<file path="src/rtl/mii_tx_engine_if.sv">
// rtl/mii_tx_engine_if.sv - read side of the per-port tx pointer/data FIFO pair
interface mii_tx_engine_if;
    logic        tx_ptr_fifo_empty;
    logic        tx_ptr_fifo_rd;
    logic [15:0] tx_ptr_fifo_dout;
    logic        tx_data_fifo_rd;
    logic [7:0]  tx_data_fifo_dout;

    modport master (
        input  tx_ptr_fifo_empty,
        input  tx_ptr_fifo_dout,
        input  tx_data_fifo_dout,
        output tx_ptr_fifo_rd,
        output tx_data_fifo_rd
    );

    modport slave (
        output tx_ptr_fifo_empty,
        output tx_ptr_fifo_dout,
        output tx_data_fifo_dout,
        input  tx_ptr_fifo_rd,
        input  tx_data_fifo_rd
    );
endinterface

</file>
<file path="src/rtl/mii_tx_engine.sv">
// rtl/mii_tx_engine.sv - MAC tx engine: descriptor/data FIFO to MII nibbles with IFG
// MII_TX_CRC_GEN_EN adds zero pad to MIN_FRAME and a CRC-32 FCS.
module mii_tx_engine #(
    parameter int IFG_NIBBLES = 24,
    parameter int MIN_FRAME   = 60,
    parameter int MAX_LEN     = 1518
) (
    input  logic            clk,
    input  logic            rstn,
    input  logic            tx_ce,
    mii_tx_engine_if.master fifo,
    output logic [3:0]      mii_txd,
    output logic            mii_tx_en,
    output logic            mii_tx_er,
    output logic            busy,
    output logic            frame_done,
    output logic            frame_drop
);

    typedef enum logic [2:0] {
        S_IDLE     = 3'd0,
        S_PTR_WAIT = 3'd1,
        S_PREAMBLE = 3'd2,
        S_DATA     = 3'd3,
        S_IFG      = 3'd4,
`ifdef MII_TX_CRC_GEN_EN
        S_PAD      = 3'd6,
        S_FCS      = 3'd7,
`endif
        S_DROP     = 3'd5
    } state_t;

    localparam logic [10:0] MAX_LEN_L = 11'(MAX_LEN);
    localparam logic [7:0]  IFG_LAST  = 8'(IFG_NIBBLES - 1);

    state_t      state_q, state_d;
    logic [10:0] len_q, len_d;
    logic [10:0] byte_cnt_q, byte_cnt_d;
    logic [7:0]  slot_q, slot_d;
    logic        phase_q, phase_d;
    logic [7:0]  hold_q, hold_d;
    logic [7:0]  cur_q, cur_d;
    logic        rd_dly_q, rd_dly_d;
    logic [3:0]  txd_q, txd_d;
    logic        tx_en_q, tx_en_d;
    logic        ptr_rd_q, ptr_rd_d;
    logic        data_rd_q, data_rd_d;
    logic        done_q, done_d;
    logic        drop_q, drop_d;

    logic [10:0] desc_len;
    logic        desc_ok;
    logic        last_byte;

    assign desc_len  = fifo.tx_ptr_fifo_dout[10:0];
    assign desc_ok   = (desc_len != 11'd0) && (desc_len <= MAX_LEN_L);
    assign last_byte = (byte_cnt_q == len_q - 11'd1);

`ifdef MII_TX_CRC_GEN_EN
    localparam logic [10:0] MIN_L = 11'(MIN_FRAME);

    logic [31:0] crc_q, crc_d;
    logic [31:0] fcs;

    assign fcs = ~crc_q;

    function automatic logic [31:0] crc32_byte(input logic [31:0] c, input logic [7:0] d);
        logic [31:0] r;
        r = c;
        for (int i = 0; i < 8; i++) begin
            r = (r >> 1) ^ (((r[0] ^ d[i]) != 1'b0) ? 32'hEDB8_8320 : 32'h0);
        end
        return r;
    endfunction
`else
    // descriptor top bits and the pad target have no function without CRC generation
    logic unused_ok;
    assign unused_ok = &{1'b0, fifo.tx_ptr_fifo_dout[15:11], 11'(MIN_FRAME)};
`endif

    always_ff @(posedge clk) begin
        if (!rstn) begin
            state_q    <= S_IDLE;
            len_q      <= '0;
            byte_cnt_q <= '0;
            slot_q     <= '0;
            phase_q    <= 1'b0;
            hold_q     <= '0;
            cur_q      <= '0;
            rd_dly_q   <= 1'b0;
            txd_q      <= '0;
            tx_en_q    <= 1'b0;
            ptr_rd_q   <= 1'b0;
            data_rd_q  <= 1'b0;
            done_q     <= 1'b0;
            drop_q     <= 1'b0;
`ifdef MII_TX_CRC_GEN_EN
            crc_q      <= '0;
`endif
        end else begin
            state_q    <= state_d;
            len_q      <= len_d;
            byte_cnt_q <= byte_cnt_d;
            slot_q     <= slot_d;
            phase_q    <= phase_d;
            hold_q     <= hold_d;
            cur_q      <= cur_d;
            rd_dly_q   <= rd_dly_d;
            txd_q      <= txd_d;
            tx_en_q    <= tx_en_d;
            ptr_rd_q   <= ptr_rd_d;
            data_rd_q  <= data_rd_d;
            done_q     <= done_d;
            drop_q     <= drop_d;
`ifdef MII_TX_CRC_GEN_EN
            crc_q      <= crc_d;
`endif
        end
    end

    always_comb begin
        state_d = state_q;
        case (state_q)
            S_IDLE:     if (!fifo.tx_ptr_fifo_empty) state_d = S_PTR_WAIT;
            // the first PTR_WAIT clk covers the FIFO read latency
            S_PTR_WAIT: if (!ptr_rd_q) state_d = desc_ok ? S_PREAMBLE : S_DROP;
            S_PREAMBLE: if (tx_ce && slot_q == 8'd15) state_d = S_DATA;
            S_DATA: begin
                if (tx_ce && phase_q && last_byte) begin
`ifdef MII_TX_CRC_GEN_EN
                    state_d = (len_q < MIN_L) ? S_PAD : S_FCS;
`else
                    state_d = S_IFG;
`endif
                end
            end
`ifdef MII_TX_CRC_GEN_EN
            S_PAD:      if (tx_ce && phase_q && byte_cnt_q == MIN_L - 11'd1) state_d = S_FCS;
            S_FCS:      if (tx_ce && slot_q == 8'd7) state_d = S_IFG;
`endif
            S_IFG:      if (tx_ce && slot_q == IFG_LAST) state_d = S_IDLE;
            S_DROP:     if (byte_cnt_q == len_q) state_d = S_IDLE;
            default:    state_d = S_IDLE;
        endcase
    end

    always_comb begin
        len_d      = len_q;
        byte_cnt_d = byte_cnt_q;
        slot_d     = slot_q;
        phase_d    = phase_q;
        cur_d      = cur_q;
        txd_d      = txd_q;
        tx_en_d    = tx_en_q;
        ptr_rd_d   = 1'b0;
        data_rd_d  = 1'b0;
        done_d     = 1'b0;
        drop_d     = 1'b0;
        rd_dly_d   = data_rd_q;
        hold_d     = rd_dly_q ? fifo.tx_data_fifo_dout : hold_q;
`ifdef MII_TX_CRC_GEN_EN
        crc_d      = crc_q;
`endif
        case (state_q)
            S_IDLE: begin
                byte_cnt_d = '0;
                slot_d     = '0;
                phase_d    = 1'b0;
                if (!fifo.tx_ptr_fifo_empty) ptr_rd_d = 1'b1;
            end
            S_PTR_WAIT: begin
                if (!ptr_rd_q) begin
                    len_d      = desc_len;
                    byte_cnt_d = '0;
                    slot_d     = '0;
                    phase_d    = 1'b0;
                    data_rd_d  = desc_ok;
`ifdef MII_TX_CRC_GEN_EN
                    crc_d      = 32'hFFFF_FFFF;
`endif
                end
            end
            S_PREAMBLE: begin
                if (tx_ce) begin
                    tx_en_d = 1'b1;
                    txd_d   = (slot_q == 8'd15) ? 4'hD : 4'h5;
                    slot_d  = (slot_q == 8'd15) ? 8'd0 : slot_q + 8'd1;
                end
            end
            S_DATA: begin
                if (tx_ce) begin
                    tx_en_d = 1'b1;
                    if (!phase_q) begin
                        // snapshot the byte so the refill of hold_q cannot disturb the high nibble
                        txd_d   = hold_q[3:0];
                        cur_d   = hold_q;
                        phase_d = 1'b1;
                        if (byte_cnt_q + 11'd1 < len_q) data_rd_d = 1'b1;
                    end else begin
                        txd_d      = cur_q[7:4];
                        phase_d    = 1'b0;
                        byte_cnt_d = byte_cnt_q + 11'd1;
`ifdef MII_TX_CRC_GEN_EN
                        crc_d      = crc32_byte(crc_q, cur_q);
`endif
                    end
                end
            end
`ifdef MII_TX_CRC_GEN_EN
            S_PAD: begin
                if (tx_ce) begin
                    tx_en_d = 1'b1;
                    txd_d   = 4'h0;
                    phase_d = !phase_q;
                    if (phase_q) begin
                        byte_cnt_d = byte_cnt_q + 11'd1;
                        crc_d      = crc32_byte(crc_q, 8'h00);
                    end
                end
            end
            S_FCS: begin
                if (tx_ce) begin
                    tx_en_d = 1'b1;
                    txd_d   = fcs[{slot_q[2:0], 2'b00} +: 4];
                    slot_d  = (slot_q == 8'd7) ? 8'd0 : slot_q + 8'd1;
                end
            end
`endif
            S_IFG: begin
                if (tx_ce) begin
                    tx_en_d = 1'b0;
                    txd_d   = 4'h0;
                    if (slot_q == IFG_LAST) begin
                        done_d = 1'b1;
                        slot_d = '0;
                    end else begin
                        slot_d = slot_q + 8'd1;
                    end
                end
            end
            S_DROP: begin
                if (byte_cnt_q == len_q) begin
                    drop_d = 1'b1;
                end else if (tx_ce) begin
                    data_rd_d  = 1'b1;
                    byte_cnt_d = byte_cnt_q + 11'd1;
                end
            end
            default: ;
        endcase
    end

    assign fifo.tx_ptr_fifo_rd  = ptr_rd_q;
    assign fifo.tx_data_fifo_rd = data_rd_q;
    assign mii_txd              = txd_q;
    assign mii_tx_en            = tx_en_q;
    assign mii_tx_er            = 1'b0;
    assign busy                 = (state_q != S_IDLE);
    assign frame_done           = done_q;
    assign frame_drop           = drop_q;

endmodule

</file>
<file path="src/flat_wrapper.sv">
// flat-port wrapper written by rule: the top's interface ports become plain ports
module mii_tx_engine_flat 
#(
    parameter int IFG_NIBBLES = 24,
    parameter int MIN_FRAME   = 60,
    parameter int MAX_LEN     = 1518
)
  (clk, rstn, tx_ce, mii_txd, mii_tx_en, mii_tx_er, busy, frame_done, frame_drop, fifo_tx_ptr_fifo_empty, fifo_tx_ptr_fifo_dout, fifo_tx_data_fifo_dout, fifo_tx_ptr_fifo_rd, fifo_tx_data_fifo_rd);
  mii_tx_engine_if fifo_i ();
  input  logic clk;
  input  logic rstn;
  input  logic tx_ce;
  output logic [3:0] mii_txd;
  output logic mii_tx_en;
  output logic mii_tx_er;
  output logic busy;
  output logic frame_done;
  output logic frame_drop;
  input wire logic [$bits(fifo_i.tx_ptr_fifo_empty)-1:0] fifo_tx_ptr_fifo_empty;
  input wire logic [$bits(fifo_i.tx_ptr_fifo_dout)-1:0] fifo_tx_ptr_fifo_dout;
  input wire logic [$bits(fifo_i.tx_data_fifo_dout)-1:0] fifo_tx_data_fifo_dout;
  output wire logic [$bits(fifo_i.tx_ptr_fifo_rd)-1:0] fifo_tx_ptr_fifo_rd;
  output wire logic [$bits(fifo_i.tx_data_fifo_rd)-1:0] fifo_tx_data_fifo_rd;
  assign fifo_i.tx_ptr_fifo_empty = fifo_tx_ptr_fifo_empty;
  assign fifo_i.tx_ptr_fifo_dout = fifo_tx_ptr_fifo_dout;
  assign fifo_i.tx_data_fifo_dout = fifo_tx_data_fifo_dout;
  assign fifo_tx_ptr_fifo_rd = fifo_i.tx_ptr_fifo_rd;
  assign fifo_tx_data_fifo_rd = fifo_i.tx_data_fifo_rd;
  mii_tx_engine #(.IFG_NIBBLES(IFG_NIBBLES), .MIN_FRAME(MIN_FRAME), .MAX_LEN(MAX_LEN)) u_core (.clk(clk), .rstn(rstn), .tx_ce(tx_ce), .fifo(fifo_i), .mii_txd(mii_txd), .mii_tx_en(mii_tx_en), .mii_tx_er(mii_tx_er), .busy(busy), .frame_done(frame_done), .frame_drop(frame_drop));
endmodule
</file>
<file path="config.mk">
export PLATFORM = sky130hd
export DESIGN_NAME = mii_tx_engine_flat
export DESIGN_NICKNAME = d
export VERILOG_FILES = /design/src/rtl/mii_tx_engine_if.sv /design/src/rtl/mii_tx_engine.sv /design/src/flat_wrapper.sv
export SDC_FILE = /design/constraint.sdc
export NUM_CORES = 1
export LEC_CHECK = 0
export ABC_AREA = 1
export CAP_MARGIN = 20
export CELL_PAD_IN_SITES_DETAIL_PLACEMENT = 0
export CELL_PAD_IN_SITES_GLOBAL_PLACEMENT = 1
export CORE_ASPECT_RATIO = 2
export CORE_UTILIZATION = 43
export DETAILED_ROUTE_END_ITERATION = 10
export GPL_ROUTABILITY_DRIVEN = 0
export GPL_TIMING_DRIVEN = 0
export PLACE_DENSITY = 0.91
export SYNTH_ARGS = -nofsm -noshare
export SYNTH_HDL_FRONTEND = slang
export SYNTH_SLANG_ARGS = --single-unit
</file>
<file path="constraint.sdc">
create_clock -name clk -period 5 [get_ports clk]
set_input_delay 0.75 -clock clk [delete_from_list [all_inputs] [get_ports clk]]
set_output_delay 0.75 -clock clk [all_outputs]
set_load 0.1 [all_outputs]
</file>
Word level (Yosys, flattened, before mapping)
Cells that the tools add are included.

word-level totals
  bits in registers = 60
  bits of input ports = 28
  output and inout bits = 11

cells by class
  add/subtract/negate cells = 3
  magnitude comparators = 2
  equality and inequality tests = 22
  multiplexer cells = 43
  bitwise operators = 2
  reductions and logical operators = 25

operators by type and width
  operator               count
  $mux 11                5
  $pmux 11 s4            1
  $mux 8                 5
  $pmux 8 s4             1
  $eq 11x11->1           2
  $mux 3                 7
  $mux 4                 5
  $pmux 3 s6             1
  $mux 1                 14
  $ne 2x2->1 const B     7
  $ne 2x1->1 const B     6
  $pmux 4 s3             1
  $reduce_and 3->1       4
  $reduce_and 6->1       2
  $add 11x1->11 const B  1
  $le 11x11->1 const B   1
  $lt 11x11->1           1
  $reduce_bool 11->1     1
  $sub 11x1->11 const B  1
  $reduce_bool 3->1      3
  $add 8x1->8 const B    1
  $eq 8x4->1 const B     1
  $eq 8x5->1 const B     1
  $reduce_and 4->1       2
  12 further kinds       23

Logic depth before layout (Yosys ltp)
  depth in word-level cells = 6
  depth in mapped cells = 16
  gate-level depth less buffers = 16

Worst setup path before layout
No wires, ideal clock.

  path kind = register to register
  from = register u_core.state_q[2]
  to = register u_core.state_q[0]
  arrival time = 2.091 ns
  required time = 4.887 ns
  setup slack = 2.796 ns
  cell stages (with the launch flop) = 11
  path buffers = 0
  period minus slack after synthesis = 2.204 ns
  cells stage by stage = dfxtp_1 > inv_2 > nand3_1 > o21ai_0 > nor2_1 > nand3_1 > nor2_1 > nand2_1 > nand2_1 > nand2_1 > nor2_1

on the way
  longest elaborated chain between the ends = 3
  elaborated cells between the ends (all ways) = 14
  classes of those cells = eq/ne: 11; mux: 1; reduce/logical: 2

ends and longest elaborated chain
  what                                                RTL line              source
  start: declaration                                  mii_tx_engine.sv:36   state_t state_q, state_d;
  start signal: assignment                            mii_tx_engine.sv:101  state_q <= state_d;
  $eq 3x3->1, or another cell as far along            mii_tx_engine.sv:123  case (state_q)
  $ne 2x1->1 (no line) or $ne 2x2->1 (tied branches)  --
  $reduce_and 6->1 (no line)                          --

Parallel ways exist; a longest one is shown, timed or not.
A chain may end at the register's enable or synchronous reset.

Final worst setup path
  from = register u_core.state_q[2]
  to = output port busy

on the way
  longest elaborated chain between the ends = 1

ends and longest elaborated chain
  what               RTL line              source
  $reduce_bool 3->1  mii_tx_engine.sv:258  assign busy = (state_q != S_IDLE);
  end: declaration   flat_wrapper.sv:16    output logic busy;

No other way between the ends.

==> impl_metrics.yaml <==
run_status:
  result_of_the_run: "complete, no violations"
critical_path:
  timing.critical_path.slowest_cell_delay_ns: 1.15
  critPathMaxFanout: 7
  setup.worst_path.end_class: "primary output"
  critical_path_required_ns: 4.25
  start_kind: "flip-flop"
  slowest_stage_cell_crit_path: "clkdlybuf4s50_1"
  crit_path_cell_chain: "inv_2, nand3_1, clkdlybuf4s50_1"
  worstPathArrival_ns: 2.17
  timing.setup.critical_path_class: "reg -> out"
finish:
  n_antenna_cell: 0
  num-nets-final: 582
  fillerInstances: 823
  areaGrowthSynthToFinish_pct: 17.17
  post-route-cell-area_mm2: 0.003894
  fin_cells: 635
  share_of_layout_cells_above_drive_strength_1: 0.05730
sta:
  report.final.setup_viol: 0
  period_minus_slack_ns: 2.925
  timing.max_slew.rel_slack: 0.3516
  timing.final.crit_share: 0.5850
  report.final.hold_viol_count: 0
  totalNegativeSetupSlack_ns: 0
  unrepaired_setup_endpoints_after_global_routing: "no"
  worst_clock_skew_ns: 0.007857
  maxSlewViolCount: 0
  tightestPinTransition_ns: 0.9695
  upper_clock_frequency_limit_mhz: 341.9
die:
  design.portCount: 39
  std_cell_rows: 45
  die_area_mm2: 0.008105
  coreArea_mm2: 0.007545
  initial_utilization: 0.4405
  die_x_um: 64.16
  die_boundary_height_um: 126.3
synth:
  yosysTopAreaCellShare: 0.3373
  synth_edf_count: 0
  syn-num-nets: 545
  syn_area_mm2: 0.003323
  syn_area_per_cell_um2: 6.607
  ys_top_cells_by_count: "nand2_1, inv_1, nor2_1"
  syn-instance-count: 503
  synth_most_common_cell: "nand2_1"
  synthArstFlopShare: 0
  synth_cell_types: 41
  yosysSeqAreaShare: 0.3373
  synth.yosys.warnings: 0
  synth_area_leaders: "dfxtp_1, nand2_1, inv_1"
  synthDominantAreaCellType: "dfxtp_1"
  synth.ff_latch_count: 56
  synth_ff_type: "dfxtp_1"
placement:
  area_after_dpl_mm2: 0.003741
  dp_cells: 627
  place.port_buffers: 30
  dp_hpwl_mm: 7.128
cts:
  cts_root_buf: "clkbuf_16"
  worstSkewPairLatency_ns: 0.30
  cts-htree-levels: 2
  cts_num_sinks: 56
  postCtsSetupRepairBufs: 0
  clkSlewWorstSetupHoldPaths_ns: 0.08
  clk_path_buf_depth: 2
  cts-buffers-inserted: 5
  hold_buffers: 0
  tritoncts: "done"
  ctsResizeCount: 0
detailed_routing:
  drc_errors: 0
  detail-route-antenna-nets: 0
  wire_per_inst_um: 14.00
  post_drt_via_cell_ratio: 5.269
  vias: 3346
  initialDrtViolationCount: 186
  firstDrtPassIters: 4
  postRouteWirelength_mm: 8.893
min_path:
  hold_class: "reg -> reg"
power_and_ir_drop:
  pwr_density_mw_per_mm2: 505.5
  cellLeakagePower_nw: 1.774
  max-vdd-ir-drop_uv: 341.1
grt:
  grt_remaining_overflow: 0
  first_global_vias: 3249
  groute.usage.overall: 0.2311
  grt_first_pass_wirelength_mm: 14.41
  initial_antenna_violation_count: 0
  grt_max_degree: 20
job:
  maximum_capacitance_violations: 0
-- logic make-up after synthesis --
logic type                 share of synthesized area
and+or+nand+nor                               0.2978
buffers and inverters                         0.1065
adders and majority gates                    0.05271
DFF                                           0.3374
AOI/OAI and AO/OA                             0.1623
other                                       0.001128
xor gates and xnor gates                     0.04217
-- path summary, 6_finish.rpt --
kind | from | end | slack, ns | depth (start not counted)
hold / removal | u_core.fifo.tx_data_fifo_rd$_SDFF_PN0_ | u_core.rd_dly_q$_SDFF_PN0_ | 0.43 | 2
hold reg to reg | u_core.fifo.tx_data_fifo_rd$_SDFF_PN0_ | u_core.rd_dly_q$_SDFF_PN0_ | 0.43 | 2
setup / recovery | u_core.state_q[2]$_SDFFE_PN0P_ | busy | 2.08 | 3
setup reg to reg | u_core.byte_cnt_q[0]$_SDFFE_PN0P_ | u_core.fifo.tx_data_fifo_rd$_SDFF_PN0_ | 2.51 | 16
-- placed cells by master, fill, tap and decap left out, drive strengths merged, types with 6 or more instances in the layout --
master / netlist / layout
nand3: 26 / 26
xnor2: 6 / 6
o21ai: 42 / 42
nor2: 69 / 69
ha: 14 / 14
inv: 73 / 74
xor2: 10 / 10
clkbuf: 9 / 14
nand2: 101 / 101
clkdlybuf4s50: 0 / 30
buf: 6 / 6
nand4: 16 / 16
dfxtp: 56 / 56
nor3: 12 / 12
a21oi: 46 / 46
-- where the power goes --
part           total (mW)  internal (mW)  switching [mW]
Clock               0.365          0.190           0.174
Sequential          0.604          0.522          0.0822
Combinational       0.999          0.331           0.668
-- final cells by class --
class	count	area, um2	area share
plain buffers	15	76.32	0.01960
clock buffers	5	125.1	0.03213
clock inverters	3	27.53	0.007069
inverters	74	277.8	0.07134
multi-input cells	358	1848	0.4746
flip-flops and latches	56	1121	0.2879
well taps	94	117.6	0.03021
repair buffers	30	300.3	0.07712
-- metal layers --
metal	vias to the layer above	part of all wire	track usage
met2	92	0.58	0.4637
met3	34	0.029	0.02608
met1	1519	0.34	0.2042
met5	-	0	0
met4	0	0.053	0.1516
li1	1701	-	-
-- sequential cells by signal, summed over array words and instances, names as in the netlist --
register                     cells
u_core.byte_cnt_q               11
u_core.cur_q                     4
u_core.fifo.tx_data_fifo_rd      1
u_core.fifo.tx_ptr_fifo_rd       1
u_core.frame_done                1
u_core.frame_drop                1
u_core.hold_q                    8
u_core.len_q                    11
u_core.mii_tx_en                 1
u_core.mii_txd                   4
u_core.phase_q                   1
u_core.rd_dly_q                  1
u_core.slot_q                    8
u_core.state_q                   3
-- worst max-delay path, delay by kind of cell (launching register included) --
family / cells / cell delay (ns)
buf+inv: 2 / 1.26
simple gates: 1 / 0.15
flops: 1 / 0.46
-- through the flow --
step           utilization  hold slack, ns  setup WS (ns)  total power [mW]
2_1_floorplan            -          0.4288          2.796             1.372
3_3_place_gp        0.4959          0.4260          2.424             1.587
3_5_place_dp        0.4959          0.4312          2.433             1.603
4_1_cts             0.5161          0.4376          2.094             1.973
5_1_grt             0.5161          0.4494          1.992             2.109
6_report            0.5161          0.4331          2.075             1.968
Power figures use the tool's default switching activity.
